<file path="config.mk">
export PLATFORM = sky130hd
export DESIGN_NAME = rsa_rfid
export DESIGN_NICKNAME = d
export VERILOG_FILES = /design/src/rtl/rsa_rfid_pkg.sv /design/src/rtl/rsa_modmul.sv /design/src/rtl/rsa_rfid.sv
export SDC_FILE = /design/constraint.sdc
export NUM_CORES = 1
export LEC_CHECK = 0
export CORE_MARGIN = 2
export CORE_UTILIZATION = 60
export DETAILED_ROUTE_END_ITERATION = 8
export GPL_TIMING_DRIVEN = 1
export PLACE_DENSITY = 0.92
export SLEW_MARGIN = 25
export SYNTH_ARGS = -nofsm -noshare
export SYNTH_HDL_FRONTEND = slang
export SYNTH_HIERARCHICAL = 1
export SYNTH_SLANG_ARGS = --single-unit
</file>
<file path="constraint.sdc">
create_clock -name clk -period 17.45 [get_ports clk]
set_input_delay 3.49 -clock clk [delete_from_list [all_inputs] [get_ports clk]]
set_output_delay 3.49 -clock clk [all_outputs]
set_load 0.01 [all_outputs]
</file>
<file path="src/rtl/rsa_rfid_pkg.sv">
// Shared types and constants for the rsa_rfid modular-exponentiation core.
package rsa_rfid_pkg;

    localparam int WIDTH_DEF = 8;

    typedef enum logic [2:0] {
        S_IDLE,
        S_REDUCE,
        S_CHECK,
        S_MUL,
        S_SQR,
        S_FINISH,
        S_DONE
    } state_t;

endpackage

</file>
<file path="src/rtl/rsa_modmul.sv">
// Bit-serial interleaved modular multiplier: product = a*b mod m in exactly WIDTH cycles.
// The start cycle performs the first iteration directly on the input operands.
module rsa_modmul
    import rsa_rfid_pkg::*;
#(
    parameter int WIDTH = WIDTH_DEF
) (
    input  logic             clk,
    input  logic             reset,
    input  logic             start,
    input  logic [WIDTH-1:0] a,
    input  logic [WIDTH-1:0] b,
    input  logic [WIDTH-1:0] m,
    output logic             busy,
    output logic             ready,
    output logic [WIDTH-1:0] product
);

    localparam int CW = $clog2(WIDTH + 1);

    logic [WIDTH-1:0] a_sh;
    logic [WIDTH-1:0] b_q;
    logic [WIDTH-1:0] m_q;
    logic [WIDTH-1:0] r_q;
    logic [CW-1:0]    cnt;

    logic [WIDTH-1:0] r_in;
    logic [WIDTH-1:0] b_in;
    logic [WIDTH-1:0] m_in;
    logic             bit_in;
    logic [WIDTH+1:0] acc;
    logic [WIDTH+1:0] m_ext;

    always_comb begin
        r_in   = start ? '0 : r_q;
        bit_in = start ? a[WIDTH-1] : a_sh[WIDTH-1];
        b_in   = start ? b : b_q;
        m_in   = start ? m : m_q;
        m_ext  = {2'b00, m_in};
        acc    = ({2'b00, r_in} << 1) + (bit_in ? {2'b00, b_in} : '0);
        // r < m and b < m bound acc below 3m, so two conditional subtracts suffice
        if (acc >= m_ext) acc = acc - m_ext;
        if (acc >= m_ext) acc = acc - m_ext;
        product = acc[WIDTH-1:0];
    end

    assign busy  = (cnt != '0);
    assign ready = start ? (WIDTH == 1) : (cnt == CW'(1));

    always_ff @(posedge clk) begin
        if (reset) begin
            a_sh <= '0;
            b_q  <= '0;
            m_q  <= '0;
            r_q  <= '0;
            cnt  <= '0;
        end else if (start) begin
            a_sh <= a << 1;
            b_q  <= b;
            m_q  <= m;
            r_q  <= product;
            cnt  <= CW'(WIDTH - 1);
        end else if (cnt != '0) begin
            a_sh <= a_sh << 1;
            r_q  <= product;
            cnt  <= cnt - CW'(1);
        end
    end

endmodule

</file>
<file path="src/rtl/rsa_rfid.sv">
// Right-to-left square-and-multiply modular exponentiation: output_text = input_text^key mod mod.
// Optional busy output enabled by defining RSA_RFID_BUSY_EN.
//
// state    | meaning
// IDLE     | waiting for go
// REDUCE   | base = input_text mod mod
// CHECK    | inspect exponent: finish, multiply or square
// MUL      | result = result * base mod mod
// SQR      | base = base * base mod mod, exponent shifted right
// FINISH   | publish result, raise done
// DONE     | hold result until the next go
module rsa_rfid
    import rsa_rfid_pkg::*;
#(
    parameter int WIDTH = WIDTH_DEF
) (
    input  logic             clk,
    input  logic             reset,
    input  logic             go,
    input  logic [WIDTH-1:0] input_text,
    input  logic [WIDTH-1:0] key,
    input  logic [WIDTH-1:0] mod,
    output logic [WIDTH-1:0] output_text,
    output logic             done
`ifdef RSA_RFID_BUSY_EN
    ,
    output logic             busy
`endif
);

    state_t state, state_nxt;

    logic [WIDTH-1:0] in_q;
    logic [WIDTH-1:0] mod_q;
    logic [WIDTH-1:0] exp_q;
    logic [WIDTH-1:0] base_q;
    logic [WIDTH-1:0] result_q;

    logic             mm_start;
    logic             mm_busy;
    logic             mm_ready;
    logic [WIDTH-1:0] mm_a;
    logic [WIDTH-1:0] mm_b;
    logic [WIDTH-1:0] mm_product;
    logic             in_mul_state;
    logic             run_busy;

    always_ff @(posedge clk) begin
        if (reset) state <= S_IDLE;
        else       state <= state_nxt;
    end

    always_comb begin
        state_nxt = state;
        case (state)
            S_IDLE, S_DONE: begin
                // mod < 2 routes through CHECK with a zero exponent, publishing 0
                if (go) state_nxt = (mod < WIDTH'(2)) ? S_CHECK : S_REDUCE;
            end
            S_REDUCE: if (mm_ready) state_nxt = S_CHECK;
            S_CHECK: begin
                if (exp_q == '0)  state_nxt = S_FINISH;
                else if (exp_q[0]) state_nxt = S_MUL;
                else               state_nxt = S_SQR;
            end
            S_MUL:    if (mm_ready) state_nxt = S_SQR;
            S_SQR:    if (mm_ready) state_nxt = S_CHECK;
            S_FINISH: state_nxt = S_DONE;
            default:  state_nxt = S_IDLE;
        endcase
    end

    always_comb begin
        in_mul_state = (state == S_REDUCE) || (state == S_MUL) || (state == S_SQR);
        mm_start     = in_mul_state && !mm_busy;
        run_busy     = (state != S_IDLE) && (state != S_DONE);
        mm_a         = '0;
        mm_b         = '0;
        case (state)
            S_REDUCE: begin
                mm_a = in_q;
                mm_b = WIDTH'(1);
            end
            S_MUL: begin
                mm_a = result_q;
                mm_b = base_q;
            end
            S_SQR: begin
                mm_a = base_q;
                mm_b = base_q;
            end
            default: ;
        endcase
    end

`ifdef RSA_RFID_BUSY_EN
    assign busy = run_busy;
`endif

    always_ff @(posedge clk) begin
        if (reset) begin
            in_q        <= '0;
            mod_q       <= '0;
            exp_q       <= '0;
            base_q      <= '0;
            result_q    <= '0;
            output_text <= '0;
            done        <= 1'b0;
        end else begin
            case (state)
                S_IDLE, S_DONE: begin
                    if (go) begin
                        in_q  <= input_text;
                        mod_q <= mod;
                        done  <= 1'b0;
                        if (mod < WIDTH'(2)) begin
                            result_q <= '0;
                            exp_q    <= '0;
                        end else begin
                            result_q <= WIDTH'(1);
                            exp_q    <= key;
                        end
                    end
                end
                S_REDUCE: if (mm_ready) base_q <= mm_product;
                S_MUL:    if (mm_ready) result_q <= mm_product;
                S_SQR: begin
                    if (mm_ready) begin
                        base_q <= mm_product;
                        exp_q  <= exp_q >> 1;
                    end
                end
                S_FINISH: begin
                    output_text <= result_q;
                    done        <= 1'b1;
                end
                default: ;
            endcase
        end
    end

    rsa_modmul #(.WIDTH(WIDTH)) u_modmul (
        .clk     (clk),
        .reset   (reset),
        .start   (mm_start),
        .a       (mm_a),
        .b       (mm_b),
        .m       (mod_q),
        .busy    (mm_busy),
        .ready   (mm_ready),
        .product (mm_product)
    );

endmodule

</file>
Yosys cells after proc, flatten, opt, wreduce, memory -nomap -nowiden
Index checks and enable logic that the tools add are counted.
{ "totals": {"ff_bits": 87, "in_bits": 27, "output_inout_bits": 9, "wordCells": 86} }
{ "op_classes": {"addsub": 4, "order_cmp": 3, "eq_ne": 11, "muxes": 33, "n_reduce_logical": 21} }
{ "ops": {"columns": ["cell", "n"], "rows": [
  ["$mux W8", 14],
  ["$pmux W8 S2", 3],
  ["$pmux W8 S3", 1],
  ["$mux W3", 7],
  ["$ge A10 B8 Y1", 2],
  ["$pmux W3 S5", 1],
  ["$add A9 B10 Y10", 1],
  ["$mux W10", 1],
  ["$sub A10 B8 Y10", 1],
  ["$eq A3 B3 Y1 const B", 3],
  ["$reduce_and A3 Y1", 3],
  ["$logic_not A8 Y1", 1],
  ["$lt A8 B2 Y1 const B", 1],
  ["$reduce_bool A2 Y1", 4],
  ["$reduce_or A2 Y1", 4],
  ["$sub A8 B8 Y8", 1],
  ["$eq A3 B2 Y1 const B", 2],
  ["$ne A2 B2 Y1 const B", 3],
  ["$reduce_and A2 Y1", 3],
  ["$eq A4 B1 Y1 const B", 1],
  ["$mux W1", 4],
  ["$reduce_bool A4 Y1", 1],
  ["$sub A4 B1 Y4 const B", 1],
  ["$eq A3 B1 Y1 const B", 1],
  ["7 further kinds", 8]
]} }

Logic depth before layout (Yosys ltp)
Gate-level depths: netlist of run 1.
{ "depth": {"word_depth": 13, "depth_mapped": 38} }

Cells and area by module
The synthesis of run 1 kept the hierarchy.
{ "by_module_without_submodules": {"columns": ["module", "n_inst", "cells_per_inst", "area_each_um2", "seq_area_each_um2"], "rows": [
  ["rsa_modmul", 1, 376, 3007.9, 700.7],
  ["rsa_rfid", 1, 276, 2458.6, 1041.0]
]} }

Least setup slack after synthesis of run 1
No wires, ideal clock.
{ "synth_timing": {"path_type": "register to register", "start": "reg u_modmul.cnt[0]", "end": "reg result_q[4]", "arrival_time_ns": 7.100, "setup_slack_ns": 10.285, "path_stages_with_launch": 36, "n_path_buf": 6, "synth_period_minus_slack_ns": 7.165, "path_cell_list": "dfxtp_1 inv_1 ha_1 and2_1 clkbuf_1 inv_1 clkbuf_1 a21oi_1 buf_6 clkbuf_1 buf_1 nor2b_1 ha_1 inv_1 fa_1 nand2b_1 a211oi_1 nor2_1 xnor2_1 ha_1 and4_1 o21ai_1 and3_1 clkbuf_1 nand2_1 o21a_1 fa_1 a21oi_1 nor2b_1 o31a_1 o221ai_1 o211ai_4 or4_4 nand2_1 a22oi_1 nor2_1"} }
{ "synth_between": {"elab_chain_len": 12, "elab_cells_between_ends": 21, "classes_between": "3 x add/sub; 2 x order compare; 2 x eq/ne; 10 x mux; 4 x reduce/logical"} }
{ "synth_lines": {"columns": ["item", "line_no", "text"], "rows": [
  ["start: declaration", "rsa_modmul.sv:25", "logic [CW-1:0] cnt;"],
  ["start signal: assignment", "rsa_modmul.sv:62", "cnt <= CW'(WIDTH - 1);"],
  ["start signal: assignment", "rsa_modmul.sv:66", "cnt <= cnt - CW'(1);"],
  ["$reduce_bool A4 Y1 (*)", "rsa_modmul.sv:47", "assign busy = (cnt != '0);"],
  ["net mm_busy", "rsa_rfid.sv:40", "logic mm_busy;"],
  ["$logic_not A1 Y1 (*)", "rsa_rfid.sv:75", "mm_start = in_mul_state && !mm_busy;"],
  ["$logic_and A1 B1 Y1 (*)", "rsa_rfid.sv:75", null],
  ["net mm_start", "rsa_rfid.sv:39", "logic mm_start;"],
  ["$mux W8 / $mux W1 (equally long branches)", null, null],
  ["$mux W8", "rsa_modmul.sv:40", "acc = ({2'b00, r_in} << 1) + (bit_in ? {2'b00, b_in} : '0);"],
  ["$add A9 B10 Y10", "rsa_modmul.sv:40", null],
  ["$sub A10 B8 Y10 / $ge A10 B8 Y1 (equally long branches)", "rsa_modmul.sv:42", "if (acc >= m_ext) acc = acc - m_ext;"],
  ["$mux W10", "rsa_modmul.sv:42", null],
  ["$sub A8 B8 Y8 / $ge A10 B8 Y1 (equally long branches)", "rsa_modmul.sv:43", "if (acc >= m_ext) acc = acc - m_ext;"],
  ["$mux W8 (*)", "rsa_modmul.sv:43", null],
  ["net mm_product[4]", "rsa_rfid.sv:44", "logic [WIDTH-1:0] mm_product;"],
  ["$mux W8 (*)", "rsa_rfid.sv:126", "S_MUL: if (mm_ready) result_q <= mm_product;"],
  ["$pmux W8 S2 (*)", "rsa_rfid.sv:110", "case (state)"],
  ["end signal: assignment", "rsa_rfid.sv:126", null],
  ["end: declaration", "rsa_rfid.sv:37", "logic [WIDTH-1:0] result_q;"]
]} }
Mark *: on every way through the listed nets, which the timed path passes. The rest lies on a longest branch. The select of a mux whose other input is x is not followed.
A chain may end at the register's enable or synchronous reset.

Final worst setup path of run 1
{ "layout_timing": {"start": "reg state[2]", "end": "reg result_q[3]"} }
{ "layout_between": {"elab_chain_len": 13, "elab_cells_between_ends": 31, "classes_between": "3 x add/sub; 2 x order compare; 6 x eq/ne; 12 x mux; 8 x reduce/logical"} }
{ "layout_lines": {"columns": ["item", "line_no", "text"], "rows": [
  ["start: declaration", "rsa_rfid.sv:31", "state_t state, state_nxt;"],
  ["start signal: assignment", "rsa_rfid.sv:50", "else state <= state_nxt;"],
  ["$eq A3 B1 Y1 / $eq A3 B2 Y1 (equally long branches)", "rsa_rfid.sv:74", "in_mul_state = (state == S_REDUCE) || (state == S_MUL) || (state == S_SQR);"],
  ["$logic_or A1 B1 Y1", "rsa_rfid.sv:74", null],
  ["$logic_or A1 B1 Y1 (*)", "rsa_rfid.sv:74", null],
  ["$logic_and A1 B1 Y1 (*)", "rsa_rfid.sv:75", null],
  ["net mm_start", "rsa_rfid.sv:39", null],
  ["$mux W8 / $mux W1 (equally long branches)", null, null],
  ["$mux W8", "rsa_modmul.sv:40", null],
  ["$add A9 B10 Y10", "rsa_modmul.sv:40", null],
  ["$sub A10 B8 Y10 / $ge A10 B8 Y1 (equally long branches)", "rsa_modmul.sv:42", null],
  ["$mux W10", "rsa_modmul.sv:42", null],
  ["$sub A8 B8 Y8 / $ge A10 B8 Y1 (equally long branches)", "rsa_modmul.sv:43", null],
  ["$mux W8 (*)", "rsa_modmul.sv:43", null],
  ["net mm_product[3]", "rsa_rfid.sv:44", null],
  ["$mux W8 (*)", "rsa_rfid.sv:126", null],
  ["$pmux W8 S2 (*)", "rsa_rfid.sv:110", null]
]} }
Marked as above.

==> out/qor.yml, run 1 <==
status: "finished clean"
clockRootBuffer: "clkbuf_8"
critical_path.top_delay_family: "compound AO/OA/AOI/OAI gates"
synth_edf_count: 0
final-seq-area_um2: 1740
synth_ff_type: "dfxtp_1"
cts_hold_buffers: 0
period_share_pct: 47.7
rsz0062_at_grt: "false"
rows: 34
max-cap-violations: 0
ant_nets: 0
synth.largest_area_cell: "dfxtp_1"
vias: 5044
hpwlAfterDp_um: 10700
synthTopCellsByCount: "nor2_1 (98), dfxtp_1 (87), nand2_1 (57), mux2i_1 (50), a21oi_1 (45)"
crit_required_ps: 17670
synth_area_leaders: "dfxtp_1 (32%), mux2i_1 (9.2%), nor2_1 (6.7%), ha_1 (6.0%), a21oi_1 (4.1%)"
htreeDepth: 3
synthesis.nets: 708
numPortBuffers: 35
multi_input_area_um2: 3490
drtPass1Iterations: 5
cp.arrival_ps: 8550
ys_ff_latch: 87
fin_nets: 722
clockBufferDepth: 2
dieArea_um2: 9890
period_needed_ps: 8330
clkTransAtPathRegs_ps: 90
grt_pass1_vias: 4741
grt_max_degree: 92
synth_area_um2: 5470
netlist_instances: 652
worstPathBufferInverterCount: 2
tns_ps: 0
die_w_um: 99.5
routabilityCongestion: 0.898
die_height_um: 99.5
fillers: 650
core_area_um2: 8760
synthDominantCellAreaShare_pct: 31.9
worst-setup-path-type: "flip-flop to flip-flop"
crit_path_max_incr_delay_ps: 760
numCtsBuffers: 9
postCtsSetupBuffers: 0
start_kind: "flip-flop"
cts_resized: 0
syn_to_final_growth_pct: 10.6
start_util_pct: 62.4
setup_viol: 0
diodes: 0
antenna_found_initial: 0
synth.most_common_cell: "nor2_1"
cp-end-kind: "flip-flop"
synth.avg_cell_area_um2: 8.38
post_drt_via_cell_ratio: 6.47
yosysWarnings: 6
worst_slew_pin_slew_ps: 993
wirelength_um: 14600
hold_viol: 0
synth.distinct_cells: 77
drt-wirelength-per-cell_um: 18.7
drive_gt1_share_pct: 7.75
drcViolationCount: 0
cts_tree: "built"
seq_area_frac_synth_pct: 31.9
grt_overflow: 0
drt-initial-drc-count: 461
grt_pass1_wl_um: 23400
async_flop_share_pct: 0
io_pins: 36
fmax_mhz: 120
slew_headroom_pct: 33.7
finalClockSkew_ps: 11.8
critPathMaxFanout: 53
hp-class: "flip-flop to flip-flop"
gr-usage-all-layers_pct: 29.7
maxSlewViolCount: 0
cts_sinks: 87
slowest_stage: "dfxtp_1"
clk_latency_ps: 370
-- metrics by stage --
step	util [%]	instances	hold slack [ps]	setup WS, ps	cell area (µm²)
3_3_place_gp	66.1	763	447	9840	5790
2_1_floorplan	-	652	445	10280	5470
6_report	69.0	779	464	9120	6050
4_1_cts	69.0	779	462	9320	6050
3_5_place_dp	66.2	763	451	9490	5800
5_1_grt	69.0	779	493	8530	6050
-- worst min-delay path, cell delays in order (launching register included) --
cell	delay, ps
dfxtp_1	320
nand2_1	50
a21oi_1	50
-- area by class of cell --
class                   instances  share of cell area, %
clock buffers                   9                   2.05
clock inverters                 7                   2.07
inverters                      16                  0.993
multi-input cells             514                   57.8
flip-flops and latches         87                   28.8
well taps                     108                   2.23
repair buffers                 38                   6.08
-- per-layer routing --
| metal | vias up | GRT usage (%) | routed length, µm |
|---|---|---|---|
| met5 | - | 0 | 0 |
| met1 | 2401 | 37.4 | 6120 |
| li1 | 2366 | - | - |
| met4 | 0 | 11.5 | 511 |
| met3 | 45 | 6.96 | 879 |
| met2 | 232 | 49.3 | 7090 |
-- state kept, by name, summed over array words and instances, names as in the netlist --
register	flops
exp_q	8
state	3
u_modmul/b_q	8
in_q	8
u_modmul/a_sh	7
u_modmul/cnt	4
output_text	8
u_modmul/r_q	8
done	1
result_q	8
u_modmul/m_q	8
mod_q	8
base_q	8
-- cell families after synthesis --
logic type	synth area share [%]
flops	31.9
xor+xnor	2.40
simple gates	22.5
mux	9.36
compound gates	22.2
fa+ha+maj	7.05
buf+inv	4.55
-- path summary, 6_finish.rpt --
path                                      from        endpoint  slack (ps)  cells after the start
worst min register to register  output_text[0]  output_text[0]         460                      2
worst min-delay path            output_text[0]  output_text[0]         460                      2
worst max-delay path                  state[2]     result_q[3]        9120                     28
worst max register to register        state[2]     result_q[3]        9120                     28
-- placed cells by master (no fill, tap or decap), types with 5 or more instances in the layout --
master / synthesis / layout
o21a_1: 8 / 8
clkdlybuf4s50_1: 0 / 34
mux2i_1: 50 / 50
nand2b_1: 8 / 8
a32o_1: 6 / 6
xnor2_1: 12 / 12
a22oi_1: 8 / 8
o211ai_1: 6 / 6
inv_1: 16 / 16
a21oi_1: 45 / 44
nor2b_1: 17 / 17
and2_1: 9 / 9
a21o_1: 7 / 7
nand2_1: 57 / 57
a311oi_1: 5 / 5
dfxtp_1: 87 / 86
ha_1: 26 / 26
nand3_1: 15 / 15
nor3_1: 16 / 16
a221oi_1: 7 / 7
clkbuf_8: 0 / 9
o21ai_0: 28 / 28
nor2_1: 98 / 98
Power of run 1 is left out: the tool's default activity adds up to more than one toggle a clock period on the data nets, which glitch-free logic cannot reach.
==> run 2: changes to the inputs <==
--- a/config.mk
+++ b/config.mk
@@ -6,10 +6,10 @@
 export NUM_CORES = 1
 export LEC_CHECK = 0
 export CORE_MARGIN = 2
-export CORE_UTILIZATION = 60
+export CORE_UTILIZATION = 54
 export DETAILED_ROUTE_END_ITERATION = 8
 export GPL_TIMING_DRIVEN = 1
-export PLACE_DENSITY = 0.92
+export PLACE_DENSITY = 0.88
 export SLEW_MARGIN = 25
 export SYNTH_ARGS = -nofsm -noshare
 export SYNTH_HDL_FRONTEND = slang
==> constraint.sdc (replaced) <==
create_clock -name clk -period 7.1 [get_ports clk]
set_input_delay 1.42 -clock clk [delete_from_list [all_inputs] [get_ports clk]]
set_output_delay 1.42 -clock clk [all_outputs]
set_load 0.01 [all_outputs]
==> out/qor.yml, run 2 (same netlist as run 1, synthesis figures left out) <==
cp.arrival_ps: 7060  # -1490 ps
numCtsBuffers: 9  # unchanged
worst-setup-path-type: "flip-flop to flip-flop"
die_height_um: 105  # +5.2%
period_needed_ps: 6760  # -1570 ps
wl_met2_um: 7130  # +0.62%
drcViolationCount: 0  # unchanged
dieArea_um2: 10900  # +11%
gr-usage-all-layers_pct: 26.0  # -3.7 points
clockBufferDepth: 2  # unchanged
final_cell_mix: "nor2_1 (98), dfxtp_1 (87), nand2_1 (57)"
grt_pass1_wl_um: 23100  # -1.0%
post_drt_via_cell_ratio: 6.21  # -4.2%
rows: 36  # +5.9%
fin_nets: 740  # +2.5%
finalClockSkew_ps: 16.9  # +5.12 ps
slew_headroom_pct: 39.0  # +5.2 points
highest_layer: "met4"
cts_tree: "built"
final_common_cell: "nor2_1"
die_w_um: 105  # +5.2%
start_kind: "flip-flop"
hp-class: "flip-flop to flip-flop"
fmax_mhz: 148  # +23%
cts_hold_buffers: 0  # unchanged
routed-wl-met3_um: 847  # -3.6%
wirelength_um: 14600  # about the same
layout.cells.non_filler: 822  # +5.5%
max-cap-violations: 0  # unchanged
wl_met1_um: 6180  # +1.0%
dp_cells: 800  # +4.8%
maxSlewViolCount: 0  # unchanged
io_pins: 36  # unchanged
period_share_pct: 95.2  # +47 points
status: "finished clean"
vias: 5101  # +1.1%
cpMostUsedCell: "nand2_1"
routabilityCongestion: 1.02  # +13%
diodes: 0  # unchanged
clk_latency_ps: 380  # about the same
critPathMaxFanout: 19  # -64%
syn_to_final_growth_pct: 13.8
htreeDepth: 3  # unchanged
numPortBuffers: 35  # unchanged
worst_slew_pin_slew_ps: 916  # -77.0 ps
drive_gt1_share_pct: 11.6  # +3.9 points
crit_path_max_incr_delay_ps: 580  # -180 ps
slowest_stage: "or4_4"
clockRootBuffer: "clkbuf_8"
cp-end-kind: "flip-flop"
start_util_pct: 55.7  # -6.7 points
grt_pass1_vias: 4744  # +0.063%
clkTransAtPathRegs_ps: 100  # about the same
drtPass1Iterations: 7  # +2
drt-wirelength-per-cell_um: 17.8  # -5.3%
setup_viol: 0  # unchanged
core_area_um2: 9820  # +12%
crit_required_ps: 7400  # -10270 ps
grt_overflow: 0  # unchanged
antenna_found_initial: 0  # unchanged
grt_max_degree: 92  # unchanged
drt-initial-drc-count: 388  # -16%
final_util_pct: 63.4  # -5.7 points
ant_nets: 0  # unchanged
hold_viol: 0  # unchanged
hpwlAfterDp_um: 10700  # about the same
cts_sinks: 87  # unchanged
-- run 2: cell types whose count changed in the layout (fill, tap and decap cells not counted), moves of 2 or more --
cell	change
xnor2_1	-2
ha_2	+2
buf_4	+17
xnor2_2	+2
ha_1	-2
inv_8	+2
bufinv_16	-3
-- run 2: final timing paths --
kind / from / end / slack [ps] / cells past startpoint
setup / recovery: state[0] / result_q[5] / 340 / 28
hold / removal: output_text[7] / output_text[7] / 460 / 2
setup reg to reg: state[0] / result_q[5] / 340 / 28
hold reg to reg: output_text[7] / output_text[7] / 460 / 2
-- run 2: critical path: cells and delay by family, from the launching register on --
family / cells / cell delay [ps]
fa+ha+maj: 3 / 1110
flops: 1 / 570
xor+xnor: 1 / 210
simple gates: 9 / 1750
buf+inv: 3 / 600
compound gates: 12 / 2420
-- run 2: final cells by class --
| type | count | area (µm²) |
|---|---|---|
| fill | 799 | 3600 |
| clock inverter | 7 | 73.8 |
| tap | 133 | 166 |
| multi-input combinational | 514 | 3550 |
| inverter | 16 | 63.8 |
| timing repair buffer | 56 | 507 |
| sequential | 87 | 1740 |
| clock buffer | 9 | 124 |
-- run 2: through the flow --
step / setup TNS, ps / cell area (µm²) / hold slack [ps] / setup WS [ps]
floorplan: 0 / 5470 / 445 / 15.5
global placement: 0 / 5910 / 445 / 436
detailed placement: 0 / 5910 / 450 / 204
CTS: 0 / 6110 / 464 / 132
global route: -56.5 / 6220 / 495 / -37.7
finish: 0 / 6220 / 460 / 343
-- run 2: timing repair --
action	in CTS	in global routing
gates resized for setup	0	13
buffers inserted	0	6
endpoints found under the setup margin	0	24
-- run 2: per-layer routing --
layer | vias up | GRT usage (%)
met1 | 2443 | 33.9
met3 | 39 | 4.93
met2 | 210 | 43.1
li1 | 2409 | -
met5 | - | 0
met4 | 0 | 8.95
Power of run 2 is left out for the same reason.
==> run 3: changes to the inputs <==
==> constraint.sdc (replaced) <==
create_clock -name clk -period 7.1 [get_ports clk]
set_input_delay 0.71 -clock clk [delete_from_list [all_inputs] [get_ports clk]]
set_output_delay 0.71 -clock clk [all_outputs]
set_load 0.01 [all_outputs]
==> results of run 3 <==
The final DEF is identical to that of run 2; final timing and power are the same.
Power of run 3 is left out for the same reason.
